### src/rtl/pwm_thresh_cmp.sv
// PWM-programmed threshold comparator: two PWM inputs set the VIL/VIH thresholds by duty capture,
// and NCH sampled channels are compared against them with optional hysteresis.

module pwm_thresh_cap #(
  parameter int             W       = 8,
  parameter int             PRE     = 2,
  parameter int             TIMEOUT = 4096,
  parameter logic [W-1:0]   DEF     = '0
) (
  input  logic         clk,
  input  logic         rst,
  input  logic         pwm,
  output logic [W-1:0] thr,
  output logic         upd,
  output logic         stale
);

  localparam int              CW        = W + PRE;
  localparam int              TW        = (TIMEOUT > 2) ? $clog2(TIMEOUT) : 1;
  localparam logic [CW-1:0]   CNT_MAX   = '1;
  localparam logic [CW-1:0]   CNT_ONE   = CW'(1);
  localparam logic [TW-1:0]   IDLE_LAST = TW'(TIMEOUT - 1);

  typedef enum logic [1:0] {IDLE, HIGH, LOW} state_t;

  state_t        state;
  logic          s1, s2, s3;
  logic          rise, fall, timeout;
  logic [CW-1:0] cnt;
  logic [TW-1:0] idle_cnt;

  assign rise    = s2 & ~s3;
  assign fall    = ~s2 & s3;
  // An edge always clears idle_cnt, so a timeout can never coincide with a capture.
  assign timeout = (state != IDLE) && !rise && !fall && (idle_cnt == IDLE_LAST);

  // NOTE: asynchronous reset in the sensitivity list; all state uses non-blocking assignment.
  always_ff @(posedge clk or posedge rst) begin
    if (rst) begin
      s1       <= 1'b0;
      s2       <= 1'b0;
      s3       <= 1'b0;
      state    <= IDLE;
      cnt      <= '0;
      idle_cnt <= '0;
      thr      <= DEF;
      upd      <= 1'b0;
      stale    <= 1'b1;
    end else begin
      s1  <= pwm;
      s2  <= s1;
      s3  <= s2;
      upd <= 1'b0;

      if (rise || fall)       idle_cnt <= '0;
      else if (state != IDLE) idle_cnt <= idle_cnt + 1'b1;

      if (timeout) begin
        thr      <= DEF;
        stale    <= 1'b1;
        state    <= IDLE;
        cnt      <= '0;
        idle_cnt <= '0;
      end else begin
        case (state)
          IDLE: begin
            if (rise) begin
              state <= HIGH;
              cnt   <= CNT_ONE;
            end
          end
          HIGH: begin
            if (fall) begin
              thr   <= cnt[CW-1:PRE];
              upd   <= 1'b1;
              stale <= 1'b0;
              state <= LOW;
            end else if (s2 && cnt != CNT_MAX) begin
              cnt <= cnt + 1'b1;
            end
          end
          LOW: begin
            if (rise) begin
              state <= HIGH;
              cnt   <= CNT_ONE;
            end
          end
          default: state <= IDLE;
        endcase
      end
    end
  end

endmodule

module pwm_thresh_cmp #(
  parameter int           NCH     = 5,
  parameter int           W       = 8,
  parameter int           PRE     = 2,
  parameter logic [W-1:0] VIL_DEF = 8'h55,
  parameter logic [W-1:0] VIH_DEF = 8'hAA,
  parameter int           HYST    = 0,
  parameter int           TIMEOUT = 4096
) (
  input  logic             clk,
  input  logic             rst,
  input  logic             VIL_PWM,
  input  logic             VIH_PWM,
  input  logic             smpl_vld,
  input  logic [NCH*W-1:0] smpl_data,
  output logic [NCH-1:0]   chL,
  output logic [NCH-1:0]   chH,
  output logic             out_vld,
  output logic [W-1:0]     VIL,
  output logic [W-1:0]     VIH,
  output logic [1:0]       thr_upd,
  output logic [1:0]       stale,
  output logic             thr_err
);

  localparam logic        [W:0] HYST_U = (W+1)'(HYST);
  localparam logic signed [W:0] HYST_S = $signed((W+1)'(HYST));

  logic        [W:0]     lo_lim;
  logic signed [W:0]     hi_lim;
  logic        [NCH-1:0] chl_nxt, chh_nxt;

  pwm_thresh_cap #(.W(W), .PRE(PRE), .TIMEOUT(TIMEOUT), .DEF(VIL_DEF)) u_vil (
    .clk(clk), .rst(rst), .pwm(VIL_PWM), .thr(VIL), .upd(thr_upd[0]), .stale(stale[0])
  );

  pwm_thresh_cap #(.W(W), .PRE(PRE), .TIMEOUT(TIMEOUT), .DEF(VIH_DEF)) u_vih (
    .clk(clk), .rst(rst), .pwm(VIH_PWM), .thr(VIH), .upd(thr_upd[1]), .stale(stale[1])
  );

  assign thr_err = (VIL >= VIH);

  // Release limits are one bit wider than the data so VIL+HYST cannot wrap and VIH-HYST cannot underflow.
  assign lo_lim = {1'b0, VIL} + HYST_U;
  assign hi_lim = $signed({1'b0, VIH}) - HYST_S;

  for (genvar i = 0; i < NCH; i++) begin : g_ch
    logic [W-1:0] d;
    assign d          = smpl_data[i*W +: W];
    assign chl_nxt[i] = chL[i] ? ({1'b0, d} < lo_lim)          : (d < VIL);
    assign chh_nxt[i] = chH[i] ? ($signed({1'b0, d}) > hi_lim) : (d > VIH);
  end

  always_ff @(posedge clk or posedge rst) begin
    if (rst) begin
      chL     <= '0;
      chH     <= '0;
      out_vld <= 1'b0;
    end else begin
      out_vld <= smpl_vld;
      if (smpl_vld) begin
        chL <= chl_nxt;
        chH <= chh_nxt;
      end
    end
  end

endmodule

### config.mk
export PLATFORM = sky130hd
export DESIGN_NAME = pwm_thresh_cmp
export DESIGN_NICKNAME = d
export VERILOG_FILES = /design/src/rtl/pwm_thresh_cmp.sv
export SDC_FILE = /design/constraint.sdc
export NUM_CORES = 1
export LEC_CHECK = 0
export BUFFER_PORTS_ARGS = -buffer_cell sky130_fd_sc_hd__buf_2
export CAP_MARGIN = 20
export CELL_PAD_IN_SITES_DETAIL_PLACEMENT = 0
export CELL_PAD_IN_SITES_GLOBAL_PLACEMENT = 1
export CORE_UTILIZATION = 45
export DETAILED_ROUTE_END_ITERATION = 10
export GPL_ROUTABILITY_DRIVEN = 0
export PLACE_DENSITY_LB_ADDON = 0.1
export SLEW_MARGIN = 20
export SYNTH_ARGS = -nofsm -noshare
export SYNTH_HDL_FRONTEND = slang
export SYNTH_HIERARCHICAL = 1
export SYNTH_SLANG_ARGS = --single-unit
### constraint.sdc
create_clock -name clk -period 2.85 [get_ports clk]
set_clock_uncertainty 0.1 [all_clocks]
set_input_delay 0.57 -clock clk [delete_from_list [all_inputs] [get_ports clk]]
set_output_delay 0.57 -clock clk [all_outputs]
set_load 0.02 [all_outputs]
==> run_summary.xml <==
<?xml version="1.0" encoding="UTF-8"?>
<metrics>
  <group name="run_status">
    <metric name="outcome" unit="">finished, final reports clean</metric>
  </group>
  <group name="global_routing">
    <metric name="grt_usage" unit="%">23.5</metric>
    <metric name="first_global_vias" unit="">4749</metric>
    <metric name="antenna_found_initial" unit="">0</metric>
    <metric name="first_pass_grt_wire_length" unit="mm">24.3</metric>
    <metric name="largest_net_degree_at_the_start_of_global_routing" unit="">38</metric>
    <metric name="grt.overflow.total" unit="">0</metric>
  </group>
  <group name="floorplan">
    <metric name="fp.dieH" unit="um">117</metric>
    <metric name="dieArea" unit="mm^2">0.0136</metric>
    <metric name="core_region_area" unit="mm^2">0.0127</metric>
    <metric name="design.portCount" unit="">77</metric>
    <metric name="floorplan.initialDensity" unit="%">46.6</metric>
    <metric name="die_w" unit="um">117</metric>
    <metric name="rows" unit="">41</metric>
  </group>
  <group name="setup_path">
    <metric name="cpPeakStageDelay" unit="ns">0.53</metric>
    <metric name="rrSetupSlack" unit="ns">0.44</metric>
    <metric name="critPathKind" unit="">reg2out</metric>
    <metric name="path_cells" unit="">inv_1 -&gt; ha_1 -&gt; nand2b_1 -&gt; a211oi_2 -&gt; o21bai_1 -&gt; a21oi_1 -&gt; o21ai_1 -&gt; buf_2</metric>
    <metric name="setup.worst_path.end_class" unit="">output pin</metric>
    <metric name="worstPathMaxFanout" unit="">2</metric>
    <metric name="timing.reg2reg.worst_path_depth" unit="">7</metric>
    <metric name="worstSetupStartpointType" unit="">register</metric>
    <metric name="critical-path-slowest-cell" unit="">dfstp_2</metric>
    <metric name="worst-endpoint-arrival" unit="ns">2.07</metric>
    <metric name="cp_num_buf_inv" unit="">2</metric>
    <metric name="regToRegStartpoint" unit="">u_vih/s2$_DFF_PP0_</metric>
    <metric name="worstReg2RegEnd" unit="">u_vih/cnt[1]$_DFFE_PP0P_</metric>
    <metric name="data_required_time_of_the_worst_path" unit="ns">2.18</metric>
    <metric name="cpLargestDelayFamily" unit="">compound AO/OA/AOI/OAI gates</metric>
  </group>
  <group name="placed_design">
    <metric name="dp_cells" unit="">870</metric>
    <metric name="port_buffers" unit="">76</metric>
    <metric name="dp.final_hpwl" unit="mm">11.4</metric>
    <metric name="placement.setup.worst_slack" unit="ns">0.360</metric>
  </group>
  <group name="logic_synthesis">
    <metric name="synthDistinctLibCells" unit="">63</metric>
    <metric name="postSynth.asyncResetShare" unit="%">100</metric>
    <metric name="syn-num-nets" unit="">764</metric>
    <metric name="synth-seq-cells" unit="">85</metric>
    <metric name="post_synth_inst_count" unit="">628</metric>
    <metric name="ys_dominant_reg_cell" unit="">dfrtp_1</metric>
    <metric name="syn_avg_cell_area" unit="um^2">9.44</metric>
    <metric name="synth_edf_count" unit="">0</metric>
    <metric name="syn-cell-area" unit="mm^2">0.00593</metric>
    <metric name="synthesis.yosys.warnings" unit="">6</metric>
    <metric name="part_of_the_yosys_area_used_for_sequential_elements" unit="%">36.1</metric>
  </group>
  <group name="finish">
    <metric name="area_delta_synth_final" unit="%">15.6</metric>
    <metric name="fraction_of_layout_cells_with_a_size_suffix_above_1" unit="%">19.9</metric>
    <metric name="num-nets-final" unit="">846</metric>
    <metric name="final_cells" unit="">888</metric>
    <metric name="layout.core_utilization" unit="%">53.8</metric>
  </group>
  <group name="power_and_ir_drop">
    <metric name="total_power" unit="mW">4.79</metric>
    <metric name="cellPowerDensity" unit="mW/mm^2">699</metric>
    <metric name="switching_share" unit="%">37.7</metric>
    <metric name="internal_power" unit="mW">2.99</metric>
    <metric name="static_power_due_to_leakage" unit="nW">3.32</metric>
    <metric name="combinationalPowerShare" unit="%">38.9</metric>
    <metric name="vdd_ir_drop_max" unit="uV">328</metric>
    <metric name="power.clock.fraction" unit="%">26.7</metric>
    <metric name="switchingPower" unit="mW">1.80</metric>
    <metric name="power.sequential.fraction" unit="%">34.4</metric>
  </group>
  <group name="detailed_routing">
    <metric name="routed_wl" unit="mm">15.1</metric>
    <metric name="via_per_inst" unit="">5.61</metric>
    <metric name="detailedRoute.firstPassIterationCount" unit="">5</metric>
    <metric name="drt.antenna.violating_nets" unit="">0</metric>
    <metric name="remaining_drc_errors" unit="">0</metric>
    <metric name="drt-wirelength-per-cell" unit="um">17.0</metric>
    <metric name="detail_route.iter0.violations" unit="">293</metric>
    <metric name="vias" unit="">4983</metric>
  </group>
  <group name="clock_tree">
    <metric name="hold_buffers" unit="">0</metric>
    <metric name="cts-buffers-inserted" unit="">9</metric>
    <metric name="clk_pin_slew" unit="ns">0.06</metric>
    <metric name="cts_buffer_depth" unit="">2</metric>
    <metric name="ctsRootBufferMaster" unit="">clkbuf_16</metric>
    <metric name="cts_tree" unit="">built</metric>
    <metric name="cts.sink_count" unit="">85</metric>
    <metric name="cts_max_level" unit="">3</metric>
    <metric name="clk_latency" unit="ns">0.34</metric>
  </group>
  <group name="timing">
    <metric name="post-route-worst-setup-slack" unit="ns">0.111</metric>
    <metric name="finalSetupTns" unit="ns">0</metric>
    <metric name="rsz0062_at_grt" unit="">false</metric>
    <metric name="period_minus_slack" unit="ns">2.74</metric>
    <metric name="final-hold-violation-count" unit="">0</metric>
    <metric name="timing.final.crit_share" unit="%">96.1</metric>
    <metric name="finalSetupViolCount" unit="">0</metric>
    <metric name="slew-limit-headroom" unit="%">55.9</metric>
    <metric name="max_slew.worst_pin.slew" unit="ns">0.661</metric>
    <metric name="maxSlewViolCount" unit="">0</metric>
    <metric name="fmax" unit="MHz">365</metric>
  </group>
  <group name="job">
    <metric name="max_cap_violations" unit="">0</metric>
  </group>
  <group name="hold_path">
    <metric name="worst_hold_path_type" unit="">in2async</metric>
  </group>
</metrics>
## worst reg2reg max path, stage by stage, from the launching register on
cell and delay, ns:
dfrtp_1 0.42, inv_1 0.07, ha_1 0.22, or3b_4 0.42, nor4_4 0.35, a211oi_2 0.18, a211o_1 0.32, a32o_2 0.22
## cells by family (layout without fill, tap and decap cells)
logic type | count (synthesis) | count (layout) | share of synthesized area (%)
muxes | 2 | 2 | 0.338
DFF | 85 | 85 | 36.1
buffers and inverters | 62 | 149 | 4.39
AOI/OAI and AO/OA | 158 | 158 | 17.8
adders and majority gates | 91 | 91 | 19.2
other | 0 | 1 | 0
xor gates and xnor gates | 22 | 22 | 3.25
and+or+nand+nor | 208 | 208 | 18.9
## timing repair
item,4_1_cts,5_1_grt
buffers inserted,1,0
resized for setup,0,1
setup endpoints to repair,1,1
## Yosys cell counts, drive strengths merged (4+ instances only)
cell type | n | area, um^2
ha | 91 | 1140
dfrtp | 75 | 1880
nand2 | 57 | 214
nor2 | 54 | 208
a21oi | 46 | 238
inv | 44 | 165
nand3 | 37 | 210
o21ai | 32 | 160
a31oi | 14 | 87.6
clkbuf | 13 | 58.8
nand4 | 12 | 75.1
xor2 | 12 | 105
dfstp | 10 | 263
xnor2 | 10 | 87.6
o211ai | 9 | 67.6
a41oi | 8 | 70.1
and3 | 8 | 55.1
nor2b | 7 | 43.8
a21boi | 6 | 45.0
and4 | 6 | 60.1
a211oi | 5 | 47.5
a21o | 5 | 37.5
buf | 5 | 36.3
o22ai | 5 | 37.5
a221oi | 4 | 53.8
a32o | 4 | 42.5
nand2b | 4 | 25.0
nand3b | 4 | 30.0
o221ai | 4 | 35.0
or3b | 4 | 40.0
## metrics by stage
step / instance area [um^2] / hold WS [ns]
finish: 6850 / 0.206
global route: 6850 / 0.210
global placement: 6520 / 0.234
CTS: 6840 / 0.217
detailed placement: 6520 / 0.236
floorplan: 5930 / 0.231
## registers in the layout, summed over array words and instances (netlist names), 2 cells and up
signal	cells
chH	5
chL	5
u_vih/cnt	10
u_vih/idle_cnt	12
u_vih/state	2
u_vih/thr	8
u_vil/cnt	10
u_vil/idle_cnt	12
u_vil/state	2
u_vil/thr	8
## layer usage
metal  share of wire [%]  global-route usage [%]
met2                  47                    38.5
met4                 1.1                    6.67
met5                   0                       0
met3                 4.0                    4.57
met1                  47                    31.7
## worst max-delay path by stage
stage | startpoint | to | slack [ns] | depth (start not counted)
after global routing | u_vil/thr[0]$_DFFE_PP1P_ | thr_err | 0.002 | 8
after CTS | u_vil/thr[0]$_DFFE_PP1P_ | thr_err | 0.10 | 8
after floorplan | u_vil/thr[0]$_DFFE_PP1P_ | thr_err | 0.50 | 7
after global placement | u_vil/thr[0]$_DFFE_PP1P_ | thr_err | 0.39 | 8
after detailed placement | u_vil/thr[0]$_DFFE_PP1P_ | thr_err | 0.36 | 8
final | u_vil/thr[0]$_DFFE_PP1P_ | thr_err | 0.11 | 8
## cells in the final DEF, fill, tap and decap left out, types with 4 or more instances in the layout
cell | Yosys | final
o22ai_1 | 4 | 4
inv_1 | 44 | 44
nor2_1 | 52 | 52
nand3_1 | 35 | 35
dfrtp_1 | 75 | 75
buf_2 | 2 | 76
nand2b_1 | 4 | 4
o211ai_1 | 9 | 9
clkbuf_16 | 0 | 9
a21oi_1 | 44 | 44
and3_1 | 7 | 7
a21boi_0 | 4 | 4
nand2_1 | 57 | 57
o21ai_0 | 28 | 28
ha_1 | 91 | 91
buf_4 | 2 | 13
xnor2_1 | 10 | 10
nand3b_1 | 4 | 4
o221ai_1 | 4 | 4
nand4_1 | 12 | 12
nor2b_1 | 7 | 7
a41oi_1 | 8 | 8
a21o_1 | 5 | 5
xor2_1 | 12 | 12
dfstp_2 | 10 | 10
o21ai_1 | 4 | 4
a31oi_1 | 14 | 14
## final cells by class
type	count	area, um^2
Sequential cell	85	2140
Timing Repair Buffer	89	478
Tap cell	172	215
Multi-Input combinational cell	481	3530
Inverter	44	165
Clock buffer	13	250
Fill cell	1216	5870
Clock inverter	3	68.8
Antenna cell	1	2.50
## power by group through the flow
stage	registers, mW	logic [mW]	clock network (mW)
6_report	1.65	1.87	1.28
3_5_place_dp	1.69	1.83	0
4_1_cts	1.65	1.86	1.32
3_3_place_gp	1.67	1.77	0
5_1_grt	1.69	2.12	1.37
2_1_floorplan	1.76	1.15	0
(Power assumes the default switching activity.)
